==> config.mk <==
export PLATFORM = sky130hd
export DESIGN_NAME = knn_local_buf_streamer
export DESIGN_NICKNAME = d
export VERILOG_FILES = /design/src/rtl/knn_local_buf_streamer.sv
export SDC_FILE = /design/constraint.sdc
export NUM_CORES = 1
export LEC_CHECK = 0
export CAP_MARGIN = 10
export CORE_AREA = 2 2 320 322
export CTS_CLUSTER_DIAMETER = 30
export DETAILED_ROUTE_END_ITERATION = 6
export DIE_AREA = 0 0 322 324
export GPL_TIMING_DRIVEN = 0
export PLACE_DENSITY = 0.68
export SYNTH_ARGS = -nofsm -noshare
export SYNTH_HDL_FRONTEND = slang
export SYNTH_SLANG_ARGS = --single-unit
==> constraint.sdc <==
create_clock -name clk -period 8.6 [get_ports clk]
set_input_delay 2.58 -clock clk [delete_from_list [all_inputs] [get_ports clk]]
set_output_delay 2.58 -clock clk [all_outputs]
set_load 0.02 [all_outputs]
==> src/rtl/knn_local_buf_streamer.sv <==
// knn_local_buf_streamer: streams a contiguous, wrap-around range of words
// out of the per-PE URAM local buffer onto a valid/ready stream. Reads are
// issued only when the output FIFO is guaranteed to have room for them, so
// back-pressure never loses or duplicates a word.
module knn_local_buf_streamer #(
  parameter int DataWidth    = 256,
  parameter int AddressWidth = 11,
  parameter int AddressRange = 2048,
  parameter int ReadLatency  = 2,
  parameter int FifoDepth    = 4
) (
  input  logic                    clk,
  input  logic                    reset,
  input  logic                    start,
  input  logic [AddressWidth-1:0] base_addr,
  input  logic [AddressWidth:0]   num_words,
  output logic                    busy,
  output logic                    done,
  output logic [DataWidth-1:0]    out_data,
  output logic                    out_valid,
  input  logic                    out_ready,
  output logic                    out_last,
  output logic [AddressWidth-1:0] mem_address0,
  output logic                    mem_ce0,
  output logic                    mem_we0,
  output logic [DataWidth-1:0]    mem_d0,
  input  logic [DataWidth-1:0]    mem_q0
);

  localparam int PW = (FifoDepth > 1) ? $clog2(FifoDepth) : 1;
  localparam int CW = $clog2(FifoDepth + ReadLatency + 1);
  localparam logic [AddressWidth:0] MaxWords = (AddressWidth+1)'(AddressRange);

  typedef enum logic [1:0] {IDLE, ISSUE, DRAIN, FIN} state_t;

  typedef struct packed {
    logic                 last;
    logic [DataWidth-1:0] data;
  } word_t;

  state_t                  state;
  logic [AddressWidth-1:0] base_q;
  logic [AddressWidth:0]   num_q;
  logic [AddressWidth:0]   issued;

  // vld_pipe[k] is set for a read issued k cycles ago; last_pipe rides along
  logic [ReadLatency:1]    vld_pipe;
  logic [ReadLatency:1]    last_pipe;

  word_t                   fifo_mem [FifoDepth];
  logic [PW-1:0]           wr_ptr, rd_ptr;
  logic [CW-1:0]           fifo_cnt;
  logic [CW-1:0]           inflight;

  logic credit, issue, issue_last, push, pop;

  // Reads still travelling through the memory pipeline
  always_comb begin
    inflight = '0;
    for (int k = 1; k <= ReadLatency; k++) inflight = inflight + CW'(vld_pipe[k]);
  end

  // A same-cycle pop is deliberately not credited: keeps the FIFO overflow-free
  assign credit     = (inflight + fifo_cnt) < CW'(FifoDepth);
  assign issue      = (state == ISSUE) && credit;
  assign issue_last = (issued == num_q - 1'b1);
  assign push       = vld_pipe[ReadLatency];

  assign out_valid  = (fifo_cnt != '0);
  assign pop        = out_valid & out_ready;
  assign out_data   = out_valid ? fifo_mem[rd_ptr].data : '0;
  assign out_last   = out_valid & fifo_mem[rd_ptr].last;

  assign mem_ce0      = issue;
  assign mem_address0 = issue ? (base_q + issued[AddressWidth-1:0]) : '0;
  assign mem_we0      = 1'b0;
  assign mem_d0       = '0;

  assign busy = (state == ISSUE) || (state == DRAIN);
  assign done = (state == FIN);

  // Transfer sequencing; FIN also accepts a new start so transfers can chain
  always_ff @(posedge clk) begin
    if (reset) begin
      state  <= IDLE;
      base_q <= '0;
      num_q  <= '0;
      issued <= '0;
    end else begin
      case (state)
        IDLE, FIN: begin
          if (start) begin
            base_q <= base_addr;
            num_q  <= (num_words > MaxWords) ? MaxWords : num_words;
            issued <= '0;
            state  <= (num_words != '0) ? ISSUE : FIN;
          end else begin
            state  <= IDLE;
          end
        end
        ISSUE: begin
          if (issue) begin
            issued <= issued + 1'b1;
            if (issue_last) state <= DRAIN;
          end
        end
        DRAIN: begin
          if (pop && out_last) state <= FIN;
        end
        default: state <= IDLE;
      endcase
    end
  end

  // Track in-flight reads; clearing on reset drops their data on arrival
  always_ff @(posedge clk) begin
    if (reset) begin
      vld_pipe  <= '0;
      last_pipe <= '0;
    end else begin
      vld_pipe[1]  <= issue;
      last_pipe[1] <= issue & issue_last;
      for (int k = 2; k <= ReadLatency; k++) begin
        vld_pipe[k]  <= vld_pipe[k-1];
        last_pipe[k] <= last_pipe[k-1];
      end
    end
  end

  // FIFO pointers and occupancy
  always_ff @(posedge clk) begin
    if (reset) begin
      wr_ptr   <= '0;
      rd_ptr   <= '0;
      fifo_cnt <= '0;
    end else begin
      if (push) wr_ptr <= (wr_ptr == PW'(FifoDepth-1)) ? '0 : wr_ptr + 1'b1;
      if (pop)  rd_ptr <= (rd_ptr == PW'(FifoDepth-1)) ? '0 : rd_ptr + 1'b1;
      case ({push, pop})
        2'b10:   fifo_cnt <= fifo_cnt + 1'b1;
        2'b01:   fifo_cnt <= fifo_cnt - 1'b1;
        default: fifo_cnt <= fifo_cnt;
      endcase
    end
  end

  // FIFO storage; contents are qualified by fifo_cnt so no reset is needed
  always_ff @(posedge clk) begin
    if (push) fifo_mem[wr_ptr] <= '{last: last_pipe[ReadLatency], data: mem_q0};
  end

endmodule

==> impl_results.md, run 1 <==
- Status: finished clean
- Non-Filler Instances: 4793
- DR WL met2: 55900 um
- Clk pin slew, worst setup/hold paths: 50 ps
- Top_reg_cell synth: edfxtp_1
- Sequential power share: 0.354
- Ratio of cells with drive above 1 in the final layout: 0.253
- Sw Share: 0.257
- Synth Register Bits: 1078
- Multi-input gate area: 10300 um^2
- ANT nets after route: 0
- Post-route core utilization: 0.587
- Fin crit period: 6990 ps
- Post-cts resize count: 0
- Core Region: 101000 um^2
- Worst-skew pair later-pin latency: 780 ps
- Synth top area cells: edfxtp_1 (71%), mux4_2 (13%), buf_4 (4.4%)
- PD cells: 284 nW/um^2
- DRC viols: 0
- Max Fclk: 143 MHz
- Top-count cell post-synth: edfxtp_1
- R2R Setup Slk: 5980 ps
- Final setup violation count: 0
- Storage element area: 31900 um^2
- Num CTS Buffers: 192
- Max VDD drop: 0.000243 V
- Area delta synth->final: 35.9%
- Clock Path Buffers: 3
- Worst-path fanout max: 10
- Final period util: 0.813
- Placer Congestion: 0.829
- Number of synthesis warnings: 0
- WL/cell: 22.0 um
- Worst reg2reg path depth: 9
- Htree depth: 4
- Min-delay src: last_pipe[1]
- Placed cell area: 52400 um^2
- List of most frequent post-synthesis cells: edfxtp_1 (1028), and2_1 (263), buf_4 (257), mux4_2 (257), clkbuf_1 (56)
- Number of global-route vias before repair: 23800
- Vias: 23500
- Internal: 12500 uW
- # placed instances: 4417
- Die Span Y: 324 um
- Worst slew margin: 0.337
- Initial antenna violation count: 28
- Hpwl dp: 71300 um
- First-pass GRT wire length: 151000 um
- 1st-iter DRT viols: 1377
- RR Endpoint: state[1]
- WP data arrival: 4410 ps
- Worst Path Required: 6020 ps
- Leak pwr: 0.0204 uW
- Reg2reg start: num_q[0]
- Hold Vio Cnt, Final: 0
- Worst Setup Slack, final: 1610 ps
- Worst Hold Class: register to register
- Syn_area_per_cell: 19.2 um^2
- Post-synth EDFFs: 1028
- Initial core utilization: 0.432
- CTS tree: built
- # IOs: 812
- Clock power frac: 0.463
- Root buffer cell: clkbuf_16
- GRT Util Overall: 0.198
- Critical path startpoint category: register
- Post-route design area: 59300 um^2
- Number of distinct library cells after synthesis: 53
- Leading area contributor after synthesis: edfxtp_1
- Die area: 104000 um^2
- Slew at the pin with the worst max-slew slack: 994 ps
- Drt first pass iters: 5
- Sequential share of the synthesized area: 0.730
- Max layer used: met5
- Slew Viols, Final: 0
- Pre-CTS setup slack: 2220 ps
- Grt total ovfl: 0
- Top-area cell type share of the netlist area: 0.707
- Post-synthesis cell area: 43600 um^2
- Critical path capture point type: primary output
- Vias per cell: 4.90
- Metal-1 WL: 37300 um
- Cts hold-fix bufs: 0
- Maxcap violations: 0
- Port buffer count: 554
- Setup Buffers After CTS: 0
- Switching power total: 4330 uW
- Async S/R FF share, synth: 0
- RSZ-0062 raised after global routing: no
- Detailed Route WL: 106000 um
- Hold Path Stages: 1
- Setup CP Type: register to primary output
- Final Skew: 33.9 ps
- CTS Sinks: 1078
- Row cnt: 117
- Die W: 322 um
- Largest net degree at the start of global routing: 57
- Critical Path Sink: out_data[160]
- Final net count: 3609
- DR WL met3: 8530 um
- Synthesized instance count: 2275
- Logic gate share of total power: 0.182
- Layout fillers: 7457
## worst max-delay path, cell delays in order, from the launching register on
cell,delay [ps]
dfxtp_1,310
clkbuf_1,380
clkbuf_1,740
buf_1,800
mux4_2,610
and2_1,180
clkdlybuf4s50_1,620
## worst min path at each step
stage,endpoint,slack (ps)
final,last_pipe[2],460
after CTS,base_q[4],470
after floorplan,last_pipe[2],410
after global placement,base_q[2],450
after detailed placement,last_pipe[2],460
after global routing,last_pipe[2],480
## layout make-up
type / count / area share
Multi-Input combinational cell: 1073 / 0.174
Sequential cell: 1078 / 0.537
Buffer: 360 / 0.0398
Tap cell: 1309 / 0.0276
Clock inverter: 145 / 0.0322
Inverter: 20 / 0.00127
Clock buffer: 215 / 0.0832
Timing Repair Buffer: 577 / 0.104
Antenna cell: 16 / 0.000675
## cells in the final DEF (no fill, tap or decap), drive strengths merged, types with 30 or more instances in the layout
cell type,count
buf,326
dfxtp,50
edfxtp,1028
clkinvlp,30
and2,264
clkinv,71
clkbuf,272
nand2,38
clkdlybuf4s50,554
conb,257
a21oi,51
bufinv,35
nor2,42
mux4,257
## kinds of logic after synthesis
kind of cell | synth area share
other | 0.0000859
AO/OA/AOI/OAI | 0.0127
buffers and inverters | 0.0558
XOR/XNOR | 0.00522
AND/OR/NAND/NOR | 0.0556
adder cells (fa/ha/maj) | 0.00722
multiplexers | 0.133
flip-flops | 0.730
## through the flow
step                total power, uW  hold slack [ps]   TNS, ps
floorplan                      7810              414         0
global placement               9190              453  -3597490
detailed placement             9160              457         0
CTS                           17000              466         0
global route                  17400              476         0
finish                        16800              463         0
## routing by layer
layer,vias to the layer above,global-route usage
li1,10600,-
met1,11800,0.219
met2,917,0.344
met3,208,0.0653
met4,22,0.0938
met5,-,0
## power by group through the flow
stage	Combinational (uW)	Clock [uW]	Sequential (uW)
floorplan	1720	0	6080
global placement	3060	0	6130
detailed placement	3090	0	6070
CTS	3120	7920	5970
global route	3270	8170	5980
finish	3070	7800	5970
## registers in the layout (all words and copies together) (netlist names), named ones only
name       cells
vld_pipe       2
fifo_cnt       3
num_q         12
issued        12
wr_ptr         2
base_q        11
fifo_mem    1028
last_pipe      2
rd_ptr         2
state          2
Power figures use the tool's default switching activity.
==> run 2: changes to the inputs <==
==> constraint.sdc (replaced) <==
create_clock -name clk -period 6.6 [get_ports clk]
set_input_delay 1.98 -clock clk [delete_from_list [all_inputs] [get_ports clk]]
set_output_delay 1.98 -clock clk [all_outputs]
set_load 0.02 [all_outputs]
==> run 2 against run 1 <==
Compared with the run above:
- die area unchanged
- cell area decreased by 0.14%
- critical path depth unchanged
- wire length increased by 0.60%
- first-iteration DRC count unchanged
- global-route usage increased by 0.28 points
- power increased by 30%
- clock power increased by 28%
- count of clock-buffer cells in the layout increased by 6
- combinational power increased by 31%
==> impl_results.md, run 2 (synthesized netlist as in run 1, its figures left out) <==
- Status: finished clean (unchanged)
- Commonest non-fill, non-tap cell in the layout: edfxtp_1 (unchanged)
- Worst Path Required: 4620 ps (was 6020 ps)
- GRT Util Overall: 0.201 (was 0.198)
- Fin crit period: 6290 ps
- Final net count: 3615 (was 3609)
- Drt first pass iters: 5 (unchanged)
- Max VDD drop: 0.000297 V (was 0.000243 V)
- Max Fclk: 159 MHz
- Hold Vio Cnt, Final: 0 (unchanged)
- Htree depth: 4 (unchanged)
- PD cells: 369 nW/um^2 (was 284 nW/um^2)
- Port buffer count: 554 (unchanged)
- Final period util: 0.953
- Grt total ovfl: 0 (unchanged)
- Largest net degree at the start of global routing: 59 (was 57)
- WP data arrival: 4310 ps (was 4410 ps)
- Post-route core utilization: 0.586 (was 0.587)
- Cts hold-fix bufs: 0 (unchanged)
- Setup CP Type: register to primary output (unchanged)
- Core Region: 101000 um^2 (unchanged)
- Placed cell area: 52400 um^2 (about the same)
- Leak pwr: 0.0205 uW (was 0.0204 uW)
- Placer Congestion: 0.830 (was 0.829)
- Max reg flops: 1028 (unchanged)
- Slew Viols, Final: 0 (unchanged)
- Number of global-route vias before repair: 23800 (about the same)
- Clock Path Buffers: 3 (unchanged)
- Area delta synth->final: 35.7% (was 35.9%)
- Num CTS Buffers: 198 (was 192)
- Die Span Y: 324 um (unchanged)
- # IOs: 812 (unchanged)
- Initial core utilization: 0.432 (unchanged)
- First-pass GRT wire length: 153000 um (was 151000 um)
- Biggest regs: fifo_mem (1028), issued (12), num_q (12) (unchanged)
- DRC viols: 0 (unchanged)
- CTS Sinks: 1078 (unchanged)
- Final setup violation count: 0 (unchanged)
- Clk pin slew, worst setup/hold paths: 50 ps (about the same)
- Die W: 322 um (unchanged)
- Post-route design area: 59200 um^2 (was 59300 um^2)
- Die area: 104000 um^2 (unchanged)
- Critical path capture point type: primary output (unchanged)
- Vias: 23500 (about the same)
- Final Skew: 13.0 ps (was 33.9 ps)
- Worst Hold Class: register to register (unchanged)
- CTS tree: built (unchanged)
- Critical path startpoint category: register (unchanged)
- Worst-skew pair later-pin latency: 770 ps (was 780 ps)
- WL/cell: 22.1 um (was 22.0 um)
- Smallest hold slack: 460 ps (was 463 ps)
- Ratio of cells with drive above 1 in the final layout: 0.254 (was 0.253)
- Worst-path fanout max: 10 (unchanged)
- Slew at the pin with the worst max-slew slack: 1030 ps (was 994 ps)
- Row cnt: 117 (unchanged)
- Layout fillers: 7540 (was 7457)
- Detailed Route WL: 106000 um (about the same)
- Largest Register: fifo_mem (unchanged)
- Hpwl dp: 71700 um (was 71300 um)
- ANT nets after route: 0 (unchanged)
- Highest-count cells in the layout ignoring fill and taps: edfxtp_1 (1028), clkdlybuf4s50_1 (554), and2_1 (259) (unchanged)
- Vias per cell: 4.89 (was 4.90)
- Maxcap violations: 0 (unchanged)
- Worst slew margin: 0.317 (was 0.337)
- Initial antenna violation count: 23 (was 28)
- 1st-iter DRT viols: 1377 (unchanged)
- Root buffer cell: clkbuf_16 (unchanged)
[run 2: changes by cell type in the layout (fill, tap and decap cells not counted), moves of 6 or more]
cell,before,now
clkinv_1,20,32
clkinvlp_4,30,21
bufinv_16,35,28
clkinv_2,28,34
inv_6,5,11
[run 2: layout make-up]
| cell class | count | area, um^2 | share of cell area |
|---|---|---|---|
| Multi-Input combinational cell | 1073 | 10300 | 0.174 |
| Antenna cell | 14 | 35.0 | 0.000592 |
| Timing Repair Buffer | 577 | 6120 | 0.103 |
| Clock inverter | 149 | 1690 | 0.0285 |
| Sequential cell | 1078 | 31900 | 0.538 |
| Clock buffer | 221 | 5090 | 0.0860 |
| Buffer | 360 | 2390 | 0.0403 |
| Tap cell | 1309 | 1640 | 0.0277 |
| Inverter | 20 | 75.1 | 0.00127 |
[run 2: stage by stage]
step	instances	setup TNS (ps)	setup slack (ps)	total power (uW)
after CTS	4787	0	34.5	22000
after floorplan	2531	0	2460	10100
after global placement	4394	-124730	-198	11900
after global routing	4798	-0.0644	-0.0644	22600
final	4801	0	307	21800
after detailed placement	4417	0	760	11900
[run 2: where the power goes]
group	internal [uW]	leakage, uW	switching [uW]
registers	7710	0.00966	71.7
logic	1820	0.00753	2190
clock network	6650	0.00327	3390
total	16200	0.0205	5650
[run 2: critical path: stages (launching register included)]
cell and delay (ps):
dfxtp_1 300, clkbuf_1 330, clkbuf_1 750, clkdlybuf4s15_1 790, mux4_2 640, and2_1 180
clkdlybuf4s50_1 530
[run 2: routing by layer]
| layer | wire (um) | share of wire | track usage | vias to the layer above |
|---|---|---|---|---|
| met5 | 127 | 0.0012 | 0 | - |
| met3 | 7940 | 0.075 | 0.0636 | 210 |
| met4 | 3830 | 0.036 | 0.0937 | 18 |
| li1 | - | - | - | 10600 |
| met2 | 55700 | 0.52 | 0.347 | 849 |
| met1 | 38600 | 0.36 | 0.226 | 11800 |
[run 2: timing repair]
action,in CTS,in global routing
endpoints found under the setup margin,13,14
gates resized for setup,4,5
setup buffers,0,0
[run 2: worst paths after layout]
kind                                       to  cells past startpoint       from  slack [ps]
worst max register to register       state[1]                      9   num_q[0]        4040
worst max-delay path            out_data[127]                      6   register         310
worst min-delay path                base_q[3]                      2  base_q[3]         460
worst min register to register      base_q[3]                      2  base_q[3]         460
